File: config.mk
export PLATFORM = sky130hd
export DESIGN_NAME = mux_arb_rr
export DESIGN_NICKNAME = d
export VERILOG_FILES = /design/src/rtl/mux_arb_pkg.sv /design/src/rtl/mux_m.sv /design/src/rtl/mux_arb_rr.sv
export SDC_FILE = /design/constraint.sdc
export NUM_CORES = 1
export LEC_CHECK = 0
export CAP_MARGIN = 10
export CORE_MARGIN = 5
export CORE_UTILIZATION = 47
export DETAILED_ROUTE_END_ITERATION = 6
export GPL_TIMING_DRIVEN = 0
export PLACE_DENSITY = 0.95
export SLEW_MARGIN = 15
export SYNTH_ARGS = -nofsm -noshare
export SYNTH_HDL_FRONTEND = slang
export SYNTH_HIERARCHICAL = 1
export SYNTH_SLANG_ARGS = --single-unit
File: constraint.sdc
create_clock -name clk -period 2.33 [get_ports clk]
set_input_delay 0.5825 -clock clk [delete_from_list [all_inputs] [get_ports clk]]
set_output_delay 0.5825 -clock clk [all_outputs]
set_load 0.02 [all_outputs]
File: src/rtl/mux_arb_pkg.sv
// Shared types for the two-source round-robin arbiter.
//   arb_state_e : arbiter grant state (no grant, A granted, B granted)
//   src_e       : identifies a source; used to remember who held the grant last
package mux_arb_pkg;

  typedef enum logic [1:0] {
    IDLE  = 2'd0,
    GNT_A = 2'd1,
    GNT_B = 2'd2
  } arb_state_e;

  typedef enum logic {
    SRC_A = 1'b0,
    SRC_B = 1'b1
  } src_e;

endpackage

File: src/rtl/mux_m.sv
// 2:1 data multiplexer shared by the arbiter.
//   sel_a : 1 selects in_a, 0 selects in_b
//   in_a  : WIDTH-bit input A
//   in_b  : WIDTH-bit input B
//   out   : WIDTH-bit selected data (combinational)
module mux_m #(
  parameter int WIDTH = 8
) (
  input  logic             sel_a,
  input  logic [WIDTH-1:0] in_a,
  input  logic [WIDTH-1:0] in_b,
  output logic [WIDTH-1:0] out
);

  always_comb begin
    out = sel_a ? in_a : in_b;
  end

endmodule

File: src/rtl/mux_arb_rr.sv
// Two-source round-robin arbiter sharing one WIDTH-bit path between sources
// A and B, feeding a single-entry registered output stage.
//   clk, rst                    : clock, synchronous active-high reset
//   a_data/a_valid/a_ready      : source A handshake
//   b_data/b_valid/b_ready      : source B handshake
//   out_data/out_valid/out_ready: registered output handshake
//   grant_a, grant_b            : current grant status
// A granted source keeps the path until it drops valid or completes
// MAX_BURST accepted beats while the other source is waiting.
module mux_arb_rr
  import mux_arb_pkg::*;
#(
  parameter int WIDTH     = 8,
  parameter int MAX_BURST = 4
) (
  input  logic             clk,
  input  logic             rst,
  input  logic [WIDTH-1:0] a_data,
  input  logic             a_valid,
  output logic             a_ready,
  input  logic [WIDTH-1:0] b_data,
  input  logic             b_valid,
  output logic             b_ready,
  output logic [WIDTH-1:0] out_data,
  output logic             out_valid,
  input  logic             out_ready,
  output logic             grant_a,
  output logic             grant_b
);

  localparam int CNT_W = $clog2(MAX_BURST + 1);

  arb_state_e             state_q, state_d;
  logic       [CNT_W-1:0] cnt_q, cnt_d;
  logic       [CNT_W-1:0] cnt_inc;
  src_e                   last_q, last_d;
  logic                   out_valid_q, out_valid_d;
  logic       [WIDTH-1:0] out_data_q, out_data_d;
  logic       [WIDTH-1:0] mux_y;
  logic                   space;
  logic                   acc_a;
  logic                   acc_b;
  logic                   burst_done;

  mux_m #(
    .WIDTH(WIDTH)
  ) u_mux (
    .sel_a(grant_a),
    .in_a (a_data),
    .in_b (b_data),
    .out  (mux_y)
  );

  always_comb begin
    grant_a    = (state_q == GNT_A);
    grant_b    = (state_q == GNT_B);
    // The output register can take a beat if empty or draining this cycle.
    space      = !out_valid_q || out_ready;
    a_ready    = grant_a && space;
    b_ready    = grant_b && space;
    acc_a      = a_valid && a_ready;
    acc_b      = b_valid && b_ready;
    // cnt_q < MAX_BURST always holds, so the increment cannot overflow CNT_W.
    cnt_inc    = cnt_q + 1'b1;
    burst_done = (cnt_inc == CNT_W'(MAX_BURST));
  end

  // Output stage: load on accept, otherwise empty when downstream takes it.
  always_comb begin
    out_valid_d = out_valid_q;
    out_data_d  = out_data_q;
    if (acc_a || acc_b) begin
      out_valid_d = 1'b1;
      out_data_d  = mux_y;
    end else if (out_ready) begin
      out_valid_d = 1'b0;
    end
  end

  // Grant state machine.
  always_comb begin
    state_d = state_q;
    cnt_d   = cnt_q;
    last_d  = last_q;
    unique case (state_q)
      IDLE: begin
        // On a tie, grant the source that did not hold the path last.
        if (a_valid && (!b_valid || last_q == SRC_B)) begin
          state_d = GNT_A;
          cnt_d   = '0;
        end else if (b_valid) begin
          state_d = GNT_B;
          cnt_d   = '0;
        end
      end
      GNT_A: begin
        if (acc_a) begin
          if (burst_done) begin
            // Counter restarts even if A keeps the path (B not waiting).
            cnt_d = '0;
            if (b_valid) begin
              state_d = GNT_B;
              last_d  = SRC_A;
            end
          end else begin
            cnt_d = cnt_inc;
          end
        end else if (!a_valid) begin
          cnt_d   = '0;
          last_d  = SRC_A;
          state_d = b_valid ? GNT_B : IDLE;
        end
      end
      GNT_B: begin
        if (acc_b) begin
          if (burst_done) begin
            cnt_d = '0;
            if (a_valid) begin
              state_d = GNT_A;
              last_d  = SRC_B;
            end
          end else begin
            cnt_d = cnt_inc;
          end
        end else if (!b_valid) begin
          cnt_d   = '0;
          last_d  = SRC_B;
          state_d = a_valid ? GNT_A : IDLE;
        end
      end
      default: begin
        state_d = IDLE;
        cnt_d   = '0;
      end
    endcase
  end

  always_ff @(posedge clk) begin
    if (rst) begin
      state_q     <= IDLE;
      cnt_q       <= '0;
      last_q      <= SRC_B;
      out_valid_q <= 1'b0;
      out_data_q  <= '0;
    end else begin
      state_q     <= state_d;
      cnt_q       <= cnt_d;
      last_q      <= last_d;
      out_valid_q <= out_valid_d;
      out_data_q  <= out_data_d;
    end
  end

  assign out_valid = out_valid_q;
  assign out_data  = out_data_q;

endmodule

==> flow_metrics.tcl <==
set metrics [dict create \
    status "complete, no violations" \
    period_share_pct 94.46 \
    synth_nets 132 \
    cts-root-buf "clkbuf_4" \
    ir_worst_vdd_mv 0.6693 \
    finalHoldViolations 0 \
    tritoncts "built" \
    whs_ns 0.4657 \
    path_max_fanout 7 \
    setup_violations 0 \
    dp.cells 162 \
    finClkSkew_ns 0.01236 \
    diodes 0 \
    cts_buffers 3 \
    gp_congestion 0.8527 \
    yosys_warnings 6 \
    portBuffers 30 \
    syn_area_um2 934.6 \
    report.final.slew_viol_count 0 \
    firstDrtPassIters 4 \
    synth_top_cell_by_area "dfxtp_1" \
    leakage_nw 0.5286 \
    grt_setup_unrepaired "false" \
    setup.worst_path.class "reg -> out" \
    areaGrowthSynthToFinish_pct 38.15 \
    grt_max_degree 11 \
    grt_pass1_vias 810 \
    dp.final_hpwl_mm 1.873 \
    antenna_found_initial 0 \
    synth_top_area_share_pct 32.13 \
    totalWireLength_mm 2.364 \
    core_um2 1922 \
    worstHoldPathType "reg -> reg" \
    clkTransAtPathRegs_ns 0.10 \
    h-tree-depth 1 \
    fp.dieH_um 54.60 \
    ioPinCount 34 \
    clock_path_buffers 2 \
    insertion_delay_ns 0.30 \
    postRouteAntennaNets 0 \
    synth_seq_area_share_pct 32.13 \
    rows 16 \
    worstSetupStartpointType "flop" \
    synth_cell_types 34 \
    routedWlPerCell_um 14.24 \
    worst_pin_slew_ns 0.4367 \
    stdcell_count 166 \
    clock_sinks 15 \
    track_usage_pct 16.77 \
    max_freq_mhz 454.4 \
    initialDrtViolationCount 34 \
    ys_top_cells_by_area "dfxtp_1, mux2_4, ha_1, nand2_1, a21oi_1" \
    overflow 0 \
    drt_drc_violations_left 0 \
    drive_gt1_share_pct 17.27 \
    critical_path_required_ns 1.75 \
    syn_inst 105 \
    powerDensity_nw_per_um2 978.6 \
    start_util_pct 48.63 \
    vias 898 \
    grt_pass1_wl_mm 3.519 \
    crit_arrival_ns 1.62 \
    ys_seq_elements 15 \
    die_x_um 54.60 \
    postCtsSetupRepairBufs 0 \
    relSlewSlack_pct 70.89 \
    worstSetupEndpointType "output pin" \
    dieArea_um2 2981 \
    nNetsFinal 167 \
    cap_violations 0 \
    fin_crit_ns 2.201 \
    avgSynthCellArea_um2 8.901 \
    vias_per_cell 5.410 \
]
where the power goes:
group          total [mW]  internal [mW]  switching [mW]  leakage (nW)
registers           0.353          0.313          0.0396         0.122
logic               0.754          0.374           0.380         0.389
clock network       0.157         0.0640          0.0932        0.0177
total                1.26          0.751           0.513         0.529
registers in the layout, indices dropped and copies added, names as in the netlist:
name	cells
out_data	8
state_q	2
out_valid	1
cnt_q	3
last_q	1
critical path, stage by stage (launching register included):
cell             delay (ns)
dfxtp_1                0.41
ha_2                   0.29
clkdlybuf4s50_1        0.63
logic make-up after synthesis:
| group | share of synthesized area, % |
|---|---|
| mux | 13.92 |
| flops | 32.13 |
| xor+xnor | 0.9373 |
| buf+inv | 7.094 |
| compound gates | 21.29 |
| fa+ha+maj | 8.032 |
| simple gates | 16.60 |
cell type report:
type                            instances  area (um^2)
Buffer                                  7        51.30
Clock buffer                            3        22.52
Clock inverter                          1        5.005
Fill cell                             152        630.6
Inverter                                4        15.01
Multi-Input combinational cell         79        570.5
Sequential cell                        15        300.3
Tap cell                               27        33.78
Timing Repair Buffer                   30        292.8
layer usage:
| layer | vias to the layer above | GRT usage [%] | share of wire [%] |
|---|---|---|---|
| li1 | 433 | - | - |
| met3 | 9 | 2.725 | 5.4 |
| met4 | 0 | 9.544 | 2.2 |
| met2 | 36 | 29.53 | 54 |
| met1 | 420 | 18.76 | 38 |
| met5 | - | 0 | 0 |
timing repair:
action / 4_1_cts / 5_1_grt
endpoints found under the setup margin: 2 / 4
hold buffers: 0 / 0
resized for setup: 4 / 4
pin swaps: 0 / 0
placed cells by master, fill, tap and decap left out, types with 2 or more instances in the layout:
cell type        synthesis  layout
clkdlybuf4s50_1          0      27
nand2_1                 20      20
dfxtp_1                 15      15
a21oi_1                 11      11
mux2_4                   8       8
nor2_1                   6       6
ha_1                     6       5
inv_1                    4       4
buf_6                    3       3
clkbuf_4                 0       3
nand2b_1                 2       2
buf_2                    2       2
and2_1                   2       2
o21ai_0                  2       2
a32oi_1                  2       2
nor2b_1                  2       2
clkbuf_2                 0       2
path summary, 6_finish.rpt:
kind	to	cells past startpoint	slack (ns)	startpoint
max	grant_a	2	0.13	state_q[0]
min	out_data[7]	2	0.47	out_data[7]
max reg2reg	cnt_q[0]	7	0.58	state_q[0]
min reg2reg	out_data[7]	2	0.47	out_data[7]
per-stage QoR:
stage                     instance area (um^2)  power (mW)  util (%)  TNS (ns)  setup WS [ns]
after floorplan                          934.6      0.8794         -         0         0.6784
final                                     1291       1.264     67.19         0         0.1291
after global placement                    1269       1.086     66.02   -0.5412        -0.2721
after detailed placement                  1269       1.119     66.02   -0.6003        -0.3015
after global routing                      1291       1.342     67.19         0        0.05089
after CTS                                 1296       1.271     67.45         0      0.0008669
cells in the mapped netlist:
master,instances
nand2_1,20
dfxtp_1,15
a21oi_1,11
mux2_4,8
ha_1,6
nor2_1,6
inv_1,4
buf_6,3
a32oi_1,2
and2_1,2
buf_2,2
nand2b_1,2
nor2b_1,2
o21ai_0,2
a211oi_1,1
a21o_1,1
a22o_1,1
a22oi_1,1
a22oi_2,1
a31o_2,1
a31oi_1,1
a41o_1,1
and2_4,1
buf_1,1
clkbuf_1,1
mux2i_1,1
nand3_1,1
o211ai_1,1
o22ai_1,1
o31a_1,1
o32ai_1,1
o32ai_2,1
or3_1,1
xor2_1,1
No activity file was read; power rests on OpenSTA's default activity.
==> edit 1: new RTL, same flow settings <==
Make the reset (`rst`) asynchronous in one clocked block. Comments in the files are not updated.
--- a/src/rtl/mux_arb_rr.sv
+++ b/src/rtl/mux_arb_rr.sv
@@ -135,7 +135,7 @@
     endcase
   end
 
-  always_ff @(posedge clk) begin
+  always_ff @(posedge clk or posedge rst) begin
     if (rst) begin
       state_q     <= IDLE;
       cnt_q       <= '0;
Check against the original RTL: differs if rst is asserted again (counterexample within 4 cycles, from zero or initial values and one cycle with rst high); with rst held inactive, the same outputs for 10 cycles.
==> edit 1 against the unedited design <==
Routed wire length shrank 12%; sequential cell count stayed put; setup slack worse by 0.080 ns; clock power is 3% lower; count of clock-buffer cells in the layout up 1; via count fell by 14%; area after synthesis is 4.6% higher; design area rose by 4.6%; global-route usage fell by 3.0 points; utilization up 1.6 points; fmax shrank 3.5%; power up 24%.
==> edit 1: results (changes against the unedited design) <==
* Status: finished clean (unchanged)
* GRT Total Usage at 13.7% (was 16.8%)
* Reg2reg start: state_q[1] (was state_q[0])
* CP arrival at 1.70 ns (was 1.62 ns)
* WL per Instance at 14.6 µm (was 14.2 µm)
* Internal at 0.955 mW (was 0.751 mW)
* Global-route wire length before repair at 3500 µm (was 3520 µm)
* Worst hold path depth at 1 (was 2)
* Fill count at 145 (was 152)
* Worst Skew at 0.00172 ns (was 0.0124 ns)
* Worst setup startpoint: out_ready (was state_q[0])
* Max VDD drop at 0.747 mV (was 0.669 mV)
* Distinct cell type count after synthesis at 31 (was 34)
* Number of global-route vias before repair at 825 (was 810)
* R2R setup slack at 0.50 ns (was 0.58 ns)
* NetSw at 0.616 mW (was 0.513 mW)
* Relative slew slack at 59.9% (was 70.9%)
* Final Core Density at 68.8% (was 67.2%)
* Layout cells sized above 1 at 28.4% (was 17.3%)
* Post-cts sizing count at 6 (was 4)
* Static Leakage at 0.619 nW (was 0.529 nW)
* Initial DRC Count at 11 (was 34)
* Largest stage delay on the critical path at 0.49 ns (was 0.63 ns)
* Crit path to: b_ready (was grant_a)
* Worst-Skew Late Latency at 0.28 ns (was 0.30 ns)
* Seq/Total Area, Yosys at 38.5% (was 32.1%)
* Post-DP Area at 1320 µm² (was 1270 µm²)
* Top FF cell, synth: dfrtp_1 (was dfxtp_1)
* Pin count of the biggest net entering global routing at 16 (was 11)
edit 1: cell types whose count changed after synthesis, moves of 2 or more:
cell	delta
dfxtp_1	-15
nand2_1	-15
dfrtp_1	+14
a21oi_1	-8
mux2_2	+8
nor2_1	-4
a32oi_1	-2
buf_2	-2
edit 1: cells by family (layout without fill, tap and decap cells):
kind of cell / count (synthesis) / count (layout) / share of synthesized area, %
AOI/OAI and AO/OA: 16 / 16 / 13.4
and+or+nand+nor: 19 / 19 / 11.4
buffers and inverters: 6 / 41 / 3.97
DFF: 15 / 15 / 38.5
adders and majority gates: 6 / 6 / 7.68
xor gates and xnor gates: 1 / 1 / 0.896
muxes: 18 / 18 / 24.1
edit 1: layer usage:
layer	vias to the layer above	track usage, %	part of all wire (%)	wire length, µm
met2	38	22.3	48	1000
met1	373	16.3	41	853
met4	0	2.43	0	0
li1	360	-	-	-
met5	-	0	0	0
met3	0	7.19	11	236
edit 1: through the flow:
step	TNS (ns)	setup slack [ns]	std cells	hold slack [ns]
6_report	0	0.0486	143	0.505
5_1_grt	0	0.0218	143	0.547
4_1_cts	0	0.0441	143	0.505
3_5_place_dp	-0.663	-0.335	139	0.491
3_3_place_gp	-0.603	-0.308	139	0.483
2_1_floorplan	0	0.578	81	0.470
edit 1: area by class of cell:
class / count / share of cell area [%]
Buffer: 3 / 2.04
Clock buffer: 4 / 1.95
Inverter: 3 / 0.834
Multi-Input combinational cell: 60 / 42.2
Sequential cell: 15 / 27.9
Tap cell: 27 / 2.50
Timing Repair Buffer: 31 / 22.6
edit 1: worst reg2reg max path, stage by stage, from the launching register on:
cell and delay, ns:
dfrtp_1 0.42, inv_1 0.09, ha_1 0.35, a22oi_4 0.12
nor2_2 0.35, mux2_2 0.39
==> edit 2: new RTL, config.mk and constraints unchanged <==
Without the edit above. Change the parameter `MAX_BURST` from 4 to 8.
--- a/src/rtl/mux_arb_rr.sv
+++ b/src/rtl/mux_arb_rr.sv
@@ -11,7 +11,7 @@
   import mux_arb_pkg::*;
 #(
   parameter int WIDTH     = 8,
-  parameter int MAX_BURST = 4
+  parameter int MAX_BURST = 8
 ) (
   input  logic             clk,
   input  logic             rst,
Behaviour: not the same (a bounded check fails within 10 cycles, from zero or initial values and one cycle with rst high).
==> edit 2 against the unedited design <==
Via count grew 7.0%; power is 4.3% higher; clock power increased by 16%; design area increased by 8.9%; sequential cell count is 1 higher; routed wire length up 3.7%; setup slack got worse by 0.080 ns; critical path depth grew 1; area after synthesis increased by 10%; count of clock-buffer cells in the layout increased by 1; critical path type unchanged; largest power group unchanged.
==> edit 2: results (changes against the unedited design) <==
* Status: finished clean (unchanged)
* PortBufs at 31 (was 30)
* Metal1 wirelength at 1000 µm (was 901 µm)
* Drt total wl at 2450 µm (was 2360 µm)
* Antenna violations before repair at 0 (unchanged)
* DR vias at 961 (was 898)
* Sw Ratio at 39.5% (was 40.6%)
* Pin count of the biggest net entering global routing at 11 (unchanged)
* Worst r2r path cells at 7 (unchanged)
* Detailed Place HPWL at 1920 µm (was 1870 µm)
* R2R Path End: cnt_q[1] (was cnt_q[0])
* CP Max Fanout at 6 (was 7)
* Crit path to: grant_b (was grant_a)
* Relative slew slack at 73.3% (was 70.9%)
* Post-DP Area at 1380 µm² (was 1270 µm²)
* Worst-Skew Late Latency at 0.28 ns (was 0.30 ns)
* Worst setup startpoint: state_q[0] (unchanged)
* Top Usage Layer GRT: met2 (unchanged)
* Routed wl met2 at 1220 µm (was 1280 µm)
* Met1 Track Usage GR at 15.3% (was 18.8%)
* WHS at 0.464 ns (was 0.466 ns)
* Max Buffers Root-to-Sink at 2 (unchanged)
* Min-Delay Endpoint: out_data[3] (was out_data[7])
* Beginning of the worst hold path: out_data[3] (was out_data[7])
* Post-CTS Repair Setup Buffers at 0 (unchanged)
* M3 GR Usage at 4.60% (was 2.72%)
* Met2 Usage GRT at 29.9% (was 29.5%)
* Mapped Cells at 117 (was 105)
* Comb power frac at 57.6% (was 59.7%)
* Max FFs per register at 8 (unchanged)
* Root Driver: clkbuf_4 (unchanged)
* Initial DRC Count at 11 (was 34)
* Post-synth top cells: nand2_1 (20), dfxtp_1 (16), a21oi_1 (12) (was nand2_1 (20), dfxtp_1 (15), a21oi_1 (11))
* Pre-antenna DRT Iters at 4 (unchanged)
* Setup WS pre-CTS at -0.367 ns (was -0.302 ns)
* Gpl congestion at 0.851 (was 0.853)
* WP data required at 1.75 ns (about the same)
* Number of global-route vias before repair at 1,018 (was 810)
* Static Leakage at 0.540 nW (was 0.529 nW)
* Final Power at 1.32 mW (was 1.26 mW)
* Worst Skew at 0.00144 ns (was 0.0124 ns)
* Distinct cell type count after synthesis at 39 (was 34)
* GRT Total Usage at 15.8% (was 16.8%)
* Fin crit share at 97.9% (was 94.5%)
* Sequential share of power at 28.6% (was 27.9%)
* Syn nets at 143 (was 132)
* Seq/Total Area, Yosys at 31.1% (was 32.1%)
* Top FF cell, synth: dfxtp_1 (unchanged)
* Global-route wire length before repair at 4090 µm (was 3520 µm)
* Final nets at 179 (was 167)
* Highest Signal Layer: met4 (unchanged)
* R2R setup slack at 0.62 ns (was 0.58 ns)
* Top cells by area, synth: dfxtp_1 (31%), mux2_4 (12%), nand2_1 (7.3%) (was dfxtp_1 (32%), mux2_4 (13%), ha_1 (8.0%))
* Antenna cells at 0 (unchanged)
* Worst hold path depth at 2 (unchanged)
* Layout cells sized above 1 at 17.1% (was 17.3%)
* Max VDD drop at 0.594 mV (was 0.669 mV)
* Met3 WL post-DR at 194 µm (was 128 µm)
* WL per Instance at 13.6 µm (was 14.2 µm)
## edit 2: critical path, cell delays in order (launching register included)
cell             delay, ns
dfxtp_1               0.37
inv_1                 0.09
ha_1                  0.30
clkdlybuf4s50_1       0.65
## edit 2: logic make-up (layout without fill, tap and decap cells)
| group | Yosys count | in the layout | synth area share [%] |
|---|---|---|---|
| and+or+nand+nor | 42 | 42 | 20.2 |
| AOI/OAI and AO/OA | 34 | 34 | 24.7 |
| DFF | 16 | 16 | 31.1 |
| buffers and inverters | 11 | 46 | 5.35 |
| muxes | 9 | 9 | 12.6 |
| adders and majority gates | 5 | 5 | 6.08 |
## edit 2: cell type report
type                            count  area, µm²
Inverter                            5       18.8
Tap cell                           28       35.0
Buffer                              6       38.8
Timing Repair Buffer               31        300
Sequential cell                    16        320
Multi-Input combinational cell     90        657
Fill cell                         175        742
Clock buffer                        4       36.3
## edit 2: repair_timing
item / CTS / global route
cloned: 0 / 0
resized for setup: 8 / 2
setup endpoints to repair: 3 / 2
